--- config.mk ---
export PLATFORM = sky130hd
export DESIGN_NAME = tsi_cmd_engine_flat
export DESIGN_NICKNAME = d
export VERILOG_FILES = /design/src/rtl/tsi_cmd_engine_if.sv /design/src/rtl/tsi_cmd_engine.sv /design/src/flat_wrapper.sv
export SDC_FILE = /design/constraint.sdc
export NUM_CORES = 1
export LEC_CHECK = 0
export ABC_CLOCK_PERIOD_IN_PS = 4400
export CAP_MARGIN = 0
export CORE_ASPECT_RATIO = 0.6
export CORE_MARGIN = 3
export CORE_UTILIZATION = 45
export CTS_CLUSTER_DIAMETER = 30
export DETAILED_ROUTE_END_ITERATION = 8
export PLACE_DENSITY = 0.75
export REMOVE_ABC_BUFFERS = 1
export SLEW_MARGIN = 20
export SYNTH_ARGS = -nofsm -noshare
export SYNTH_HDL_FRONTEND = slang
export SYNTH_SLANG_ARGS = --single-unit
--- constraint.sdc ---
create_clock -name clock -period 4.4 [get_ports clock]
set_clock_uncertainty 0.2 [all_clocks]
set_input_delay 0.66 -clock clock [delete_from_list [all_inputs] [get_ports clock]]
set_output_delay 0.66 -clock clock [all_outputs]
set_load 0.02 [all_outputs]
--- src/rtl/tsi_cmd_engine_if.sv ---
// Handshake bundle between the serial bridge, the command engine and its memory port.
// The master modport is the engine side; slave is the bridge/memory side.
interface tsi_cmd_engine_if #(
  parameter int unsigned ADDR_W = 32
);
  logic              in_valid;
  logic              in_ready;
  logic [31:0]       in_bits;
  logic              out_valid;
  logic              out_ready;
  logic [31:0]       out_bits;
  logic              mem_req_valid;
  logic              mem_req_ready;
  logic              mem_req_write;
  logic [ADDR_W-1:0] mem_req_addr;
  logic [31:0]       mem_req_data;
  logic              mem_resp_valid;
  logic              mem_resp_ready;
  logic [31:0]       mem_resp_data;

  modport master (
    input  in_valid, in_bits, out_ready, mem_req_ready, mem_resp_valid, mem_resp_data,
    output in_ready, out_valid, out_bits, mem_req_valid, mem_req_write, mem_req_addr,
           mem_req_data, mem_resp_ready
  );

  modport slave (
    output in_valid, in_bits, out_ready, mem_req_ready, mem_resp_valid, mem_resp_data,
    input  in_ready, out_valid, out_bits, mem_req_valid, mem_req_write, mem_req_addr,
           mem_req_data, mem_resp_ready
  );
endinterface

--- src/rtl/tsi_cmd_engine.sv ---
// Target-side tethered-serial command engine: parses read/write commands from the host
// word stream, issues one word access at a time and returns read data to the host.
module tsi_cmd_engine #(
  parameter int unsigned ADDR_W = 32,
  parameter int unsigned LEN_W  = 32
) (
  input  logic                  clock,
  input  logic                  reset,
  tsi_cmd_engine_if.master      bus,
  output logic                  busy,
  output logic                  bad_cmd
);

  typedef enum logic [3:0] {
    StCmd,
    StAddrLo,
    StAddrHi,
    StLenLo,
    StLenHi,
    StWrData,
    StWrReq,
    StRdReq,
    StRdResp,
    StRdOut
  } state_e;

  state_e              state_q, state_d;
  logic [ADDR_W-1:0]   addr_q, addr_d;
  logic [LEN_W-1:0]    count_q, count_d;
  logic [31:0]         data_q, data_d;
  logic                is_write_q, is_write_d;
  logic                bad_cmd_q, bad_cmd_d;
  logic                accept;
  logic                in_fire;
  logic [63:0]         addr_full;
  logic [63:0]         len_full;
  logic [ADDR_W-1:0]   addr_next;

  // Data register doubles as the read-return register; only one of the two is live at a time.
  always_ff @(posedge clock or posedge reset) begin
    if (reset) begin
      state_q    <= StCmd;
      addr_q     <= '0;
      count_q    <= '0;
      data_q     <= '0;
      is_write_q <= 1'b0;
      bad_cmd_q  <= 1'b0;
    end else begin
      state_q    <= state_d;
      addr_q     <= addr_d;
      count_q    <= count_d;
      data_q     <= data_d;
      is_write_q <= is_write_d;
      bad_cmd_q  <= bad_cmd_d;
    end
  end

  always_comb begin
    accept = (state_q == StCmd)   || (state_q == StAddrLo) || (state_q == StAddrHi) ||
             (state_q == StLenLo) || (state_q == StLenHi)  || (state_q == StWrData);
    in_fire   = bus.in_valid & accept;
    addr_full = {bus.in_bits, 32'(addr_q)};
    len_full  = {bus.in_bits, 32'(count_q)};
    addr_next = addr_q + ADDR_W'(4);
  end

  always_comb begin
    state_d    = state_q;
    addr_d     = addr_q;
    count_d    = count_q;
    data_d     = data_q;
    is_write_d = is_write_q;
    bad_cmd_d  = bad_cmd_q;

    unique case (state_q)
      StCmd: begin
        if (in_fire) begin
          if (bus.in_bits == 32'd0) begin
            is_write_d = 1'b0;
            state_d    = StAddrLo;
          end else if (bus.in_bits == 32'd1) begin
            is_write_d = 1'b1;
            state_d    = StAddrLo;
          end else begin
            // Unknown command: swallow the word, stay here, remember it.
            bad_cmd_d = 1'b1;
          end
        end
      end
      StAddrLo: begin
        if (in_fire) begin
          addr_d  = ADDR_W'(bus.in_bits);
          state_d = StAddrHi;
        end
      end
      StAddrHi: begin
        if (in_fire) begin
          addr_d  = ADDR_W'(addr_full);
          state_d = StLenLo;
        end
      end
      StLenLo: begin
        if (in_fire) begin
          count_d = LEN_W'(bus.in_bits);
          state_d = StLenHi;
        end
      end
      StLenHi: begin
        if (in_fire) begin
          count_d = LEN_W'(len_full);
          state_d = is_write_q ? StWrData : StRdReq;
        end
      end
      StWrData: begin
        if (in_fire) begin
          data_d  = bus.in_bits;
          state_d = StWrReq;
        end
      end
      StWrReq: begin
        if (bus.mem_req_ready) begin
          addr_d = addr_next;
          if (count_q == '0) begin
            state_d = StCmd;
          end else begin
            count_d = count_q - LEN_W'(1);
            state_d = StWrData;
          end
        end
      end
      StRdReq: begin
        if (bus.mem_req_ready) begin
          state_d = StRdResp;
        end
      end
      StRdResp: begin
        if (bus.mem_resp_valid) begin
          data_d  = bus.mem_resp_data;
          state_d = StRdOut;
        end
      end
      StRdOut: begin
        if (bus.out_ready) begin
          addr_d = addr_next;
          if (count_q == '0) begin
            state_d = StCmd;
          end else begin
            count_d = count_q - LEN_W'(1);
            state_d = StRdReq;
          end
        end
      end
      default: begin
        state_d = StCmd;
      end
    endcase
  end

  // Every output is a decode of state or a straight register copy.
  always_comb begin
    bus.in_ready       = accept;
    bus.mem_req_valid  = (state_q == StWrReq) || (state_q == StRdReq);
    bus.mem_req_write  = (state_q == StWrReq);
    bus.mem_req_addr   = addr_q;
    bus.mem_req_data   = data_q;
    bus.mem_resp_ready = (state_q == StRdResp);
    bus.out_valid      = (state_q == StRdOut);
    bus.out_bits       = data_q;
    busy               = (state_q != StCmd);
    bad_cmd            = bad_cmd_q;
  end

  a_req_stable: assert property (@(posedge clock) disable iff (reset)
    bus.mem_req_valid && !bus.mem_req_ready |=>
      bus.mem_req_valid && $stable(bus.mem_req_addr) && $stable(bus.mem_req_data) &&
      $stable(bus.mem_req_write));

  a_out_stable: assert property (@(posedge clock) disable iff (reset)
    bus.out_valid && !bus.out_ready |=> bus.out_valid && $stable(bus.out_bits));

  a_single_outstanding: assert property (@(posedge clock) disable iff (reset)
    !(bus.mem_req_valid && bus.mem_resp_ready));

endmodule

--- src/flat_wrapper.sv ---
// flat-port wrapper written by rule: the top's interface ports become plain ports
module tsi_cmd_engine_flat 
#(
  parameter int unsigned ADDR_W = 32,
  parameter int unsigned LEN_W  = 32
)
  (clock, reset, busy, bad_cmd, bus_in_valid, bus_in_bits, bus_out_ready, bus_mem_req_ready, bus_mem_resp_valid, bus_mem_resp_data, bus_in_ready, bus_out_valid, bus_out_bits, bus_mem_req_valid, bus_mem_req_write, bus_mem_req_addr, bus_mem_req_data, bus_mem_resp_ready);
  tsi_cmd_engine_if #(.ADDR_W(ADDR_W)) bus_i ();
  input  logic clock;
  input  logic reset;
  output logic busy;
  output logic bad_cmd;
  input wire logic [$bits(bus_i.in_valid)-1:0] bus_in_valid;
  input wire logic [$bits(bus_i.in_bits)-1:0] bus_in_bits;
  input wire logic [$bits(bus_i.out_ready)-1:0] bus_out_ready;
  input wire logic [$bits(bus_i.mem_req_ready)-1:0] bus_mem_req_ready;
  input wire logic [$bits(bus_i.mem_resp_valid)-1:0] bus_mem_resp_valid;
  input wire logic [$bits(bus_i.mem_resp_data)-1:0] bus_mem_resp_data;
  output wire logic [$bits(bus_i.in_ready)-1:0] bus_in_ready;
  output wire logic [$bits(bus_i.out_valid)-1:0] bus_out_valid;
  output wire logic [$bits(bus_i.out_bits)-1:0] bus_out_bits;
  output wire logic [$bits(bus_i.mem_req_valid)-1:0] bus_mem_req_valid;
  output wire logic [$bits(bus_i.mem_req_write)-1:0] bus_mem_req_write;
  output wire logic [$bits(bus_i.mem_req_addr)-1:0] bus_mem_req_addr;
  output wire logic [$bits(bus_i.mem_req_data)-1:0] bus_mem_req_data;
  output wire logic [$bits(bus_i.mem_resp_ready)-1:0] bus_mem_resp_ready;
  assign bus_i.in_valid = bus_in_valid;
  assign bus_i.in_bits = bus_in_bits;
  assign bus_i.out_ready = bus_out_ready;
  assign bus_i.mem_req_ready = bus_mem_req_ready;
  assign bus_i.mem_resp_valid = bus_mem_resp_valid;
  assign bus_i.mem_resp_data = bus_mem_resp_data;
  assign bus_in_ready = bus_i.in_ready;
  assign bus_out_valid = bus_i.out_valid;
  assign bus_out_bits = bus_i.out_bits;
  assign bus_mem_req_valid = bus_i.mem_req_valid;
  assign bus_mem_req_write = bus_i.mem_req_write;
  assign bus_mem_req_addr = bus_i.mem_req_addr;
  assign bus_mem_req_data = bus_i.mem_req_data;
  assign bus_mem_resp_ready = bus_i.mem_resp_ready;
  tsi_cmd_engine #(.ADDR_W(ADDR_W), .LEN_W(LEN_W)) u_core (.clock(clock), .reset(reset), .bus(bus_i), .busy(busy), .bad_cmd(bad_cmd));
endmodule
=== Word-level counts from Yosys, hierarchy flattened ===
Cells that the tools add are included.

* Word-level logic and storage cells: 80
* Register bits after elaboration: 102
* Input port bits: 70

* Reductions and logical operators: 20
* Equality and inequality tests: 21
* Muxes and demuxes: 28
* Bitwise operators: 3
* $add $sub $neg: 2

{| class="wikitable"
|+ Operator list
! operator !! number
|-
| $mux 32 || 7
|-
| $pmux 32 s3 || 2
|-
| $logic_not 32->1 || 2
|-
| $pmux 32 s2 || 1
|-
| $mux 4 || 12
|-
| $pmux 4 s10 || 1
|-
| $add 32x3->32 const B || 1
|-
| $eq 32x1->1 const B || 1
|-
| $sub 32x1->32 const B || 1
|-
| $eq 4x3->1 const B || 4
|-
| $ne 2x1->1 const B || 6
|-
| $reduce_and 4->1 || 3
|-
| $reduce_and 11->1 || 1
|-
| $eq 4x2->1 const B || 2
|-
| $eq 4x4->1 const B || 2
|-
| $ne 2x2->1 const B || 4
|-
| $logic_or 1x1->1 || 6
|-
| $mux 3 || 2
|-
| $reduce_and 3->1 || 2
|-
| $reduce_bool 3->1 || 2
|-
| $eq 4x1->1 const B || 1
|-
| $logic_not 4->1 || 1
|-
| $reduce_bool 2->1 || 2
|-
| $reduce_bool 4->1 || 1
|-
| other kinds (5) || 7
|}

=== Longest topological paths before layout ===
Gate-level depths: netlist of run 1.

* Depth in word-level cells: 9
* Mapped depth: 8
* Gate-level depth less buffers: 7

=== Worst setup path after synthesis of run 1 ===
OpenSTA, ideal clock, no wires.

* Path type: register -> register
* Start point: register u_core.count_q[20]
* End point: register u_core.state_q[1]
* Arrival time: 2399 ps
* Library setup time: 154 ps
* Setup slack: 1647 ps
* Required time: 4046 ps
* Clock period less this slack: 2753 ps
* Cell stages (with the launch flop): 8
* Path buffers: 2
* Cells stage by stage: dfrtp_1 or4_1 buf_2 or4_4 or3_4 buf_2 a211oi_1 a21oi_1

* Longest elaborated chain between the ends: 4

{| class="wikitable"
|+ Ends and longest elaborated chain
! item !! line !! source
|-
| start, declared || tsi_cmd_engine.sv:29 || <nowiki>logic [LEN_W-1:0] count_q, count_d;</nowiki>
|-
| start signal, assigned || tsi_cmd_engine.sv:51 || <nowiki>count_q <= count_d;</nowiki>
|-
| $logic_not 32->1 || tsi_cmd_engine.sv:145 || <nowiki>if (count_q == '0) begin</nowiki>
|-
| $mux 3 || tsi_cmd_engine.sv:145 ||
|-
| $mux 4 || tsi_cmd_engine.sv:143 || <nowiki>if (bus.out_ready) begin</nowiki>
|-
| $pmux 4 s10 || tsi_cmd_engine.sv:75 || <nowiki>unique case (state_q)</nowiki>
|-
| end signal, assigned || tsi_cmd_engine.sv:42 || <nowiki>state_q <= StCmd;</nowiki>
|-
| end signal, assigned || tsi_cmd_engine.sv:49 || <nowiki>state_q <= state_d;</nowiki>
|-
| end, declared || tsi_cmd_engine.sv:27 || <nowiki>state_e state_q, state_d;</nowiki>
|}

Every way passes these cells. The select of a mux whose other input is x is not followed.
A chain may end at the register's enable or synchronous reset.

=== Worst setup path after layout of run 1 ===
* Start point: register u_core.count_q[15]
* End point: register u_core.count_q[6]

* Longest elaborated chain between the ends: 4
* Elaborated cells on any way between the ends: 5
* Classes of those cells: mux (4); reduce/logical (1)

{| class="wikitable"
|+ Ends and longest elaborated chain
! item !! line
|-
| $logic_not 32->1 * || tsi_cmd_engine.sv:123, tsi_cmd_engine.sv:145
|-
| $mux 32 * || n/a
|-
| $mux 32, on equally long branches || n/a
|-
| $pmux 32 s3 * || n/a
|}

Mark *: on every way between the ends. The rest lies on a longest branch, timed or not. The select of a mux whose other input is x is not followed.

==> results of run 1 <==
[sequential cells by signal, summed over array words and instances (netlist names)]
| name | count |
|---|---|
| u_core.bad_cmd | 1 |
| u_core.count_q | 32 |
| u_core.bus.mem_req_data | 32 |
| u_core.bus.mem_req_addr | 32 |
| u_core.state_q | 4 |
| u_core.is_write_q | 1 |
[through the flow]
| step | cell area [um2] | utilization [%] | hold slack [ns] | TNS, ns |
|---|---|---|---|---|
| 4_1_cts | 8439 | 60.83 | 0.3020 | 0 |
| 5_1_grt | 8439 | 60.83 | 0.3342 | 0 |
| 3_3_place_gp | 8162 | 58.83 | 0.2814 | 0 |
| 6_report | 8439 | 60.83 | 0.3092 | 0 |
| 3_5_place_dp | 8162 | 58.83 | 0.2823 | 0 |
| 2_1_floorplan | 6043 | - | 0.2573 | -23.86 |
[per-layer routing]
metal / global-route usage, % / routed length (um)
met1: 42.32 / 10270
met2: 40.20 / 9340
met3: 6.678 / 2405
met4: 6.081 / 432
met5: 0 / 0
[path summary, 6_finish.rpt]
check / end / slack [ns]
worst max-delay path: u_core.count_q[6] / 0.91
max in group asynchronous: u_core.bus.mem_req_addr[20] / 2.67
worst min-delay path: u_core.bad_cmd / 0.31
min in group asynchronous: u_core.bus.mem_req_addr[6] / 0.61
worst max register to register: u_core.count_q[6] / 0.91
worst min register to register: u_core.bad_cmd / 0.31
[worst max-delay path: stages, from the launching register on]
cell and delay (ns):
dfrtp_1 0.44, or4_1 0.76, or4_4 0.61, or3_4 0.51
a21oi_4 0.60, o21ai_0 0.21
[cell usage in the layout (no fill, tap or decap), types with 5 or more instances in the layout]
cell,synthesis,routed
clkdlybuf4s50_1,0,172
dfrtp_1,102,102
a21oi_1,77,77
nor2_1,74,70
nand2_1,56,56
o21ai_0,49,49
mux2i_1,34,34
nor4_1,30,30
nor3_1,23,23
o22ai_1,18,18
nand4_1,18,18
nand3_1,16,16
a31oi_1,13,13
buf_4,33,13
inv_1,13,12
or4_1,12,12
or3_1,11,11
a2bb2oi_1,10,10
clkbuf_16,0,9
o31a_1,8,8
o211ai_1,8,8
o31ai_1,7,7
and3_1,7,7
nor2b_1,5,5
o2bb2ai_1,5,5
o21a_1,5,5
a22o_1,5,5
a22oi_1,5,5
[power by group through the flow]
stage / registers, mW / logic [mW] / clock network, mW
6_report: 2.00 / 3.71 / 0.772
5_1_grt: 2.08 / 3.99 / 0.822
4_1_cts: 1.98 / 3.69 / 0.780
3_5_place_dp: 1.99 / 3.67 / 0
3_3_place_gp: 1.95 / 3.58 / 0
2_1_floorplan: 2.40 / 1.59 / 0
[area by class of cell]
class	count	area share, %
Sequential cell	102	30.24
Tap cell	192	2.847
Clock inverter	4	0.3706
Timing Repair Buffer	186	21.79
Inverter	13	0.6079
Multi-Input combinational cell	565	41.22
Clock buffer	12	2.921
[kinds of logic after synthesis]
kind of cell,synth area share (%)
and+or+nand+nor,22.43
AOI/OAI and AO/OA,24.10
DFF,39.34
buffers and inverters,7.617
muxes,5.939
adders and majority gates,0.5785
==> impl_metrics.tcl, run 1 <==
set metrics [dict create \
    status "finished clean" \
    holdPathStages 1 \
    reg2regPathDepth 5 \
    place_ws_ns 0.9139 \
    antenna_found_initial 0 \
    power_frac_seq_pct 30.9 \
    clkPwrFrac_pct 11.9 \
    die_area_um2 15940 \
    ant_nets 0 \
    drive_gt1_share_pct 5.782 \
    end_kind "flip-flop" \
    worstHoldPathType "flip-flop to flip-flop" \
    power_switching_share_pct 47.23 \
    clockRootBuffer "clkbuf_16" \
    wl_per_cell_um 20.90 \
    routed_wl_um 22450 \
    boundaryPins 173 \
    cts.clk_slew.worst_paths_ns 0.07 \
    grt_pass1_wl_um 35600 \
    netlist_top_cells_area "dfrtp_1 (39%), a21oi_1 (5.9%), mux2i_1 (5.2%)" \
    cp.arrival_ns 3.48 \
    synth_edf_count 0 \
    rsz0062_at_grt "no" \
    dr.first_iter.drc_count 981 \
    maxSlewHeadroom_pct 36.69 \
    avgSynthCellArea_um2 8.515 \
    track_usage_pct 27.84 \
    cts_resized 0 \
    hold_path_startpoint "u_core.bad_cmd" \
    fillers 1233 \
    ff_latch_area_um2 2552 \
    synth_common_cells "dfrtp_1 (102), a21oi_1 (77), nor2_1 (74), nand2_1 (56), o21ai_0 (49)" \
    setup_ws_ns 0.9109 \
    finalNonFillerCells 1074 \
    vias 6836 \
    clkLatencyLatePin_ns 0.35 \
    internal_power_mw 3.423 \
    cts_sinks 102 \
    ctsLongestPathBuffers 2 \
    area_growth_pct 30.06 \
    comb_power_share_pct 57.2 \
    synth.most_common_cell "dfrtp_1" \
    fmax_mhz 286.6 \
    drc 0 \
    ys_warn_count 0 \
    core_um2 13870 \
    r2r-start "u_core.count_q[15]" \
    async_flop_share_pct 100.0 \
    ys_seq_area_share_pct 39.34 \
    path_class "flip-flop to flip-flop" \
    globalplace.congestion 0.9396 \
    nets 950 \
    postCtsSetupBuffers 0 \
    peakVddDrop_uv 365.8 \
    portBuffers 172 \
    power.switching_mw 3.063 \
    die_w_um 161.0 \
    cts_tree "done" \
    cap_violations 0 \
    grt_max_degree 88 \
    hold_buffers 0 \
    cts_buffers 9 \
    netlist_instances 762 \
    num_rows 33 \
    dp_hpwl_um 16080 \
    synth_top_area_share_pct 39.34 \
    start_util_pct 46.77 \
    crit_fanout 24 \
    p_per_area_nw_per_um2 768.5 \
    p_total_mw 6.486 \
    worstMarginPinSlew_ns 0.9424 \
    yosysTopAreaCell "dfrtp_1" \
    ys.flop_type "dfrtp_1" \
    startpoint_type "flip-flop" \
    synth_cell_types 65 \
    h-tree-depth 3 \
    period_needed_ns 3.489 \
    vias_per_cell 6.365 \
    dr.pass1.iters 5 \
    dp.cells 1058 \
    synth-seq-cells 102 \
    gr-total-overflow 0 \
    first_global_vias 6489 \
    finalSetupViolations 0 \
    fin_crit_sh_pct 79.30 \
    die_y_um 99.02 \
    drv_slew 0 \
    required_ns 4.39 \
    multi_input_area_um2 3478 \
    p_leak_nw 3.057 \
    hold_viol 0 \
    n_antenna_cell 0 \
    syn-cell-area_um2 6489 \
    cp-startpoint "u_core.count_q[15]" \
]
(Power assumes the default switching activity.)
==> inputs of run 2 (changes only) <==
- ABC_CLOCK_PERIOD_IN_PS: 4400 -> 2900
- PLACE_DENSITY: 0.75 -> 0.78
- clock period: 4.4 -> 2.9 ns (I/O delays scaled with it)
==> impl_metrics.tcl, run 2 (synthesized netlist as in run 1, its figures left out) <==
set metrics [dict create \
    status "finished clean" \
    setup_ws_ns 0.1302 \
    crit_fanout 5 \
    wl_met3_um 2934 \
    met1_length_um 10220 \
    hold_viol 0 \
    topRoutingLayerUsed "met4" \
    die_area_um2 15940 \
    cts.clk_slew.worst_paths_ns 0.07 \
    grt_pass1_wl_um 36980 \
    fmax_mhz 361.0 \
    crit_chain "or4_1 > or4_4 > buf_4 > nor3_1 > buf_4 > nor4_1 > o22ai_1" \
    antenna_found_initial 0 \
    final_common_cell "clkdlybuf4s50_1" \
    vias 7022 \
    area_growth_pct 36.95 \
    startpoint_type "flip-flop" \
    wl_per_cell_um 20.45 \
    place_area_um2 8602 \
    drc 0 \
    worst_path_max_delay_cell "or4_1" \
    routed_wl_um 22920 \
    cap_violations 0 \
    p_per_area_nw_per_um2 1156 \
    p_total_mw 10.27 \
    rsz0062_at_grt "no" \
    portBuffers 172 \
    peakVddDrop_uv 545.0 \
    utilization_pct 64.05 \
    cts_buffers 9 \
    end_kind "flip-flop" \
    cts_tree "done" \
    maxSlewHeadroom_pct 46.13 \
    dp.cells 1105 \
    ctsLongestPathBuffers 2 \
    gr-total-overflow 0 \
    cp_top_family "simple AND/OR/NAND/NOR gates" \
    cts_resized 0 \
    grt_max_degree 65 \
    cp_common_cell "buf_4" \
    cpPeakStageDelay_ns 0.54 \
    vias_per_cell 6.264 \
    fin_crit_sh_pct 95.51 \
    boundaryPins 173 \
    die_w_um 161.0 \
    fillers 1225 \
    dr_wl_met2_um 9550 \
    place_ws_ns 0.1587 \
    finalNonFillerCells 1121 \
    postCtsSetupBuffers 0 \
    cts_sinks 102 \
    core_um2 13870 \
    drv_slew 0 \
    design_area_um2 8886 \
    n_antenna_cell 0 \
    worstHoldPathType "primary input to asynchronous set/reset pin" \
    worstMarginPinSlew_ns 0.8006 \
    final_cell_mix "clkdlybuf4s50_1 (172), dfrtp_1 (102), a21oi_1 (77)" \
    ant_nets 0 \
    dp_hpwl_um 16580 \
    num_rows 33 \
    hold_buffers 0 \
    cp.arrival_ns 2.84 \
    h-tree-depth 3 \
    dr.pass1.iters 5 \
    drive_gt1_share_pct 10.76 \
    nets 997 \
    dr.first_iter.drc_count 923 \
    first_global_vias 6686 \
    start_util_pct 46.77 \
    clkLatencyLatePin_ns 0.35 \
    path_class "flip-flop to flip-flop" \
    period_needed_ns 2.770 \
    globalplace.congestion 0.9701 \
    required_ns 2.97 \
    clockRootBuffer "clkbuf_16" \
    path_buf_inv 2 \
    track_usage_pct 28.87 \
    finalSetupViolations 0 \
    die_y_um 99.02 \
    p_leak_nw 3.313 \
]
## run 2: cell types whose count changed in the layout (fill, tap and decap cells not counted), sizes merged
| cell | delta |
|---|---|
| buf | +47 |
## run 2: power by group
| group | switching, mW | internal [mW] | leakage [nW] | total [mW] |
|---|---|---|---|---|
| Combinational | 3.44 | 2.76 | 2.02 | 6.20 |
| Clock | 0.569 | 0.611 | 0.125 | 1.18 |
| Sequential | 0.756 | 2.14 | 1.17 | 2.89 |
## run 2: metal layers
layer / GRT usage (%) / vias up
met2: 41.17 / 519
met5: 0 / -
met4: 5.155 / 0
met3: 8.820 / 27
li1: - / 3168
met1: 43.53 / 3308
## run 2: path summary, 6_finish.rpt
| check | start | endpoint | slack [ns] | depth (start not counted) |
|---|---|---|---|---|
| worst max-delay path | u_core.count_q[16] | u_core.count_q[8] | 0.13 | 7 |
| worst min-delay path | reset | u_core.bus.mem_req_data[13] | 0.29 | 2 |
| worst max register to register | u_core.count_q[16] | u_core.count_q[8] | 0.13 | 7 |
| worst min register to register | u_core.bad_cmd | u_core.bad_cmd | 0.30 | 1 |
| max in group asynchronous | reset | u_core.state_q[3] | 1.59 | 3 |
| min in group clock | u_core.bad_cmd | u_core.bad_cmd | 0.30 | 1 |
## run 2: cell type report
| class | count | area, um2 | share of cell area, % |
|---|---|---|---|
| multi-input combinational | 565 | 3485 | 39.21 |
| clock inverter | 4 | 31.28 | 0.3520 |
| timing repair buffer | 233 | 2280 | 25.65 |
| clock buffer | 12 | 246.5 | 2.774 |
| inverter | 13 | 51.30 | 0.5773 |
| tap | 192 | 240.2 | 2.703 |
| sequential | 102 | 2552 | 28.72 |
## run 2: metrics by stage
step,TNS (ns),hold slack (ns)
floorplan,-194.77,0.2573
global placement,0,0.2673
detailed placement,0,0.2803
CTS,0,0.2991
global route,0,0.3091
finish,0,0.2888
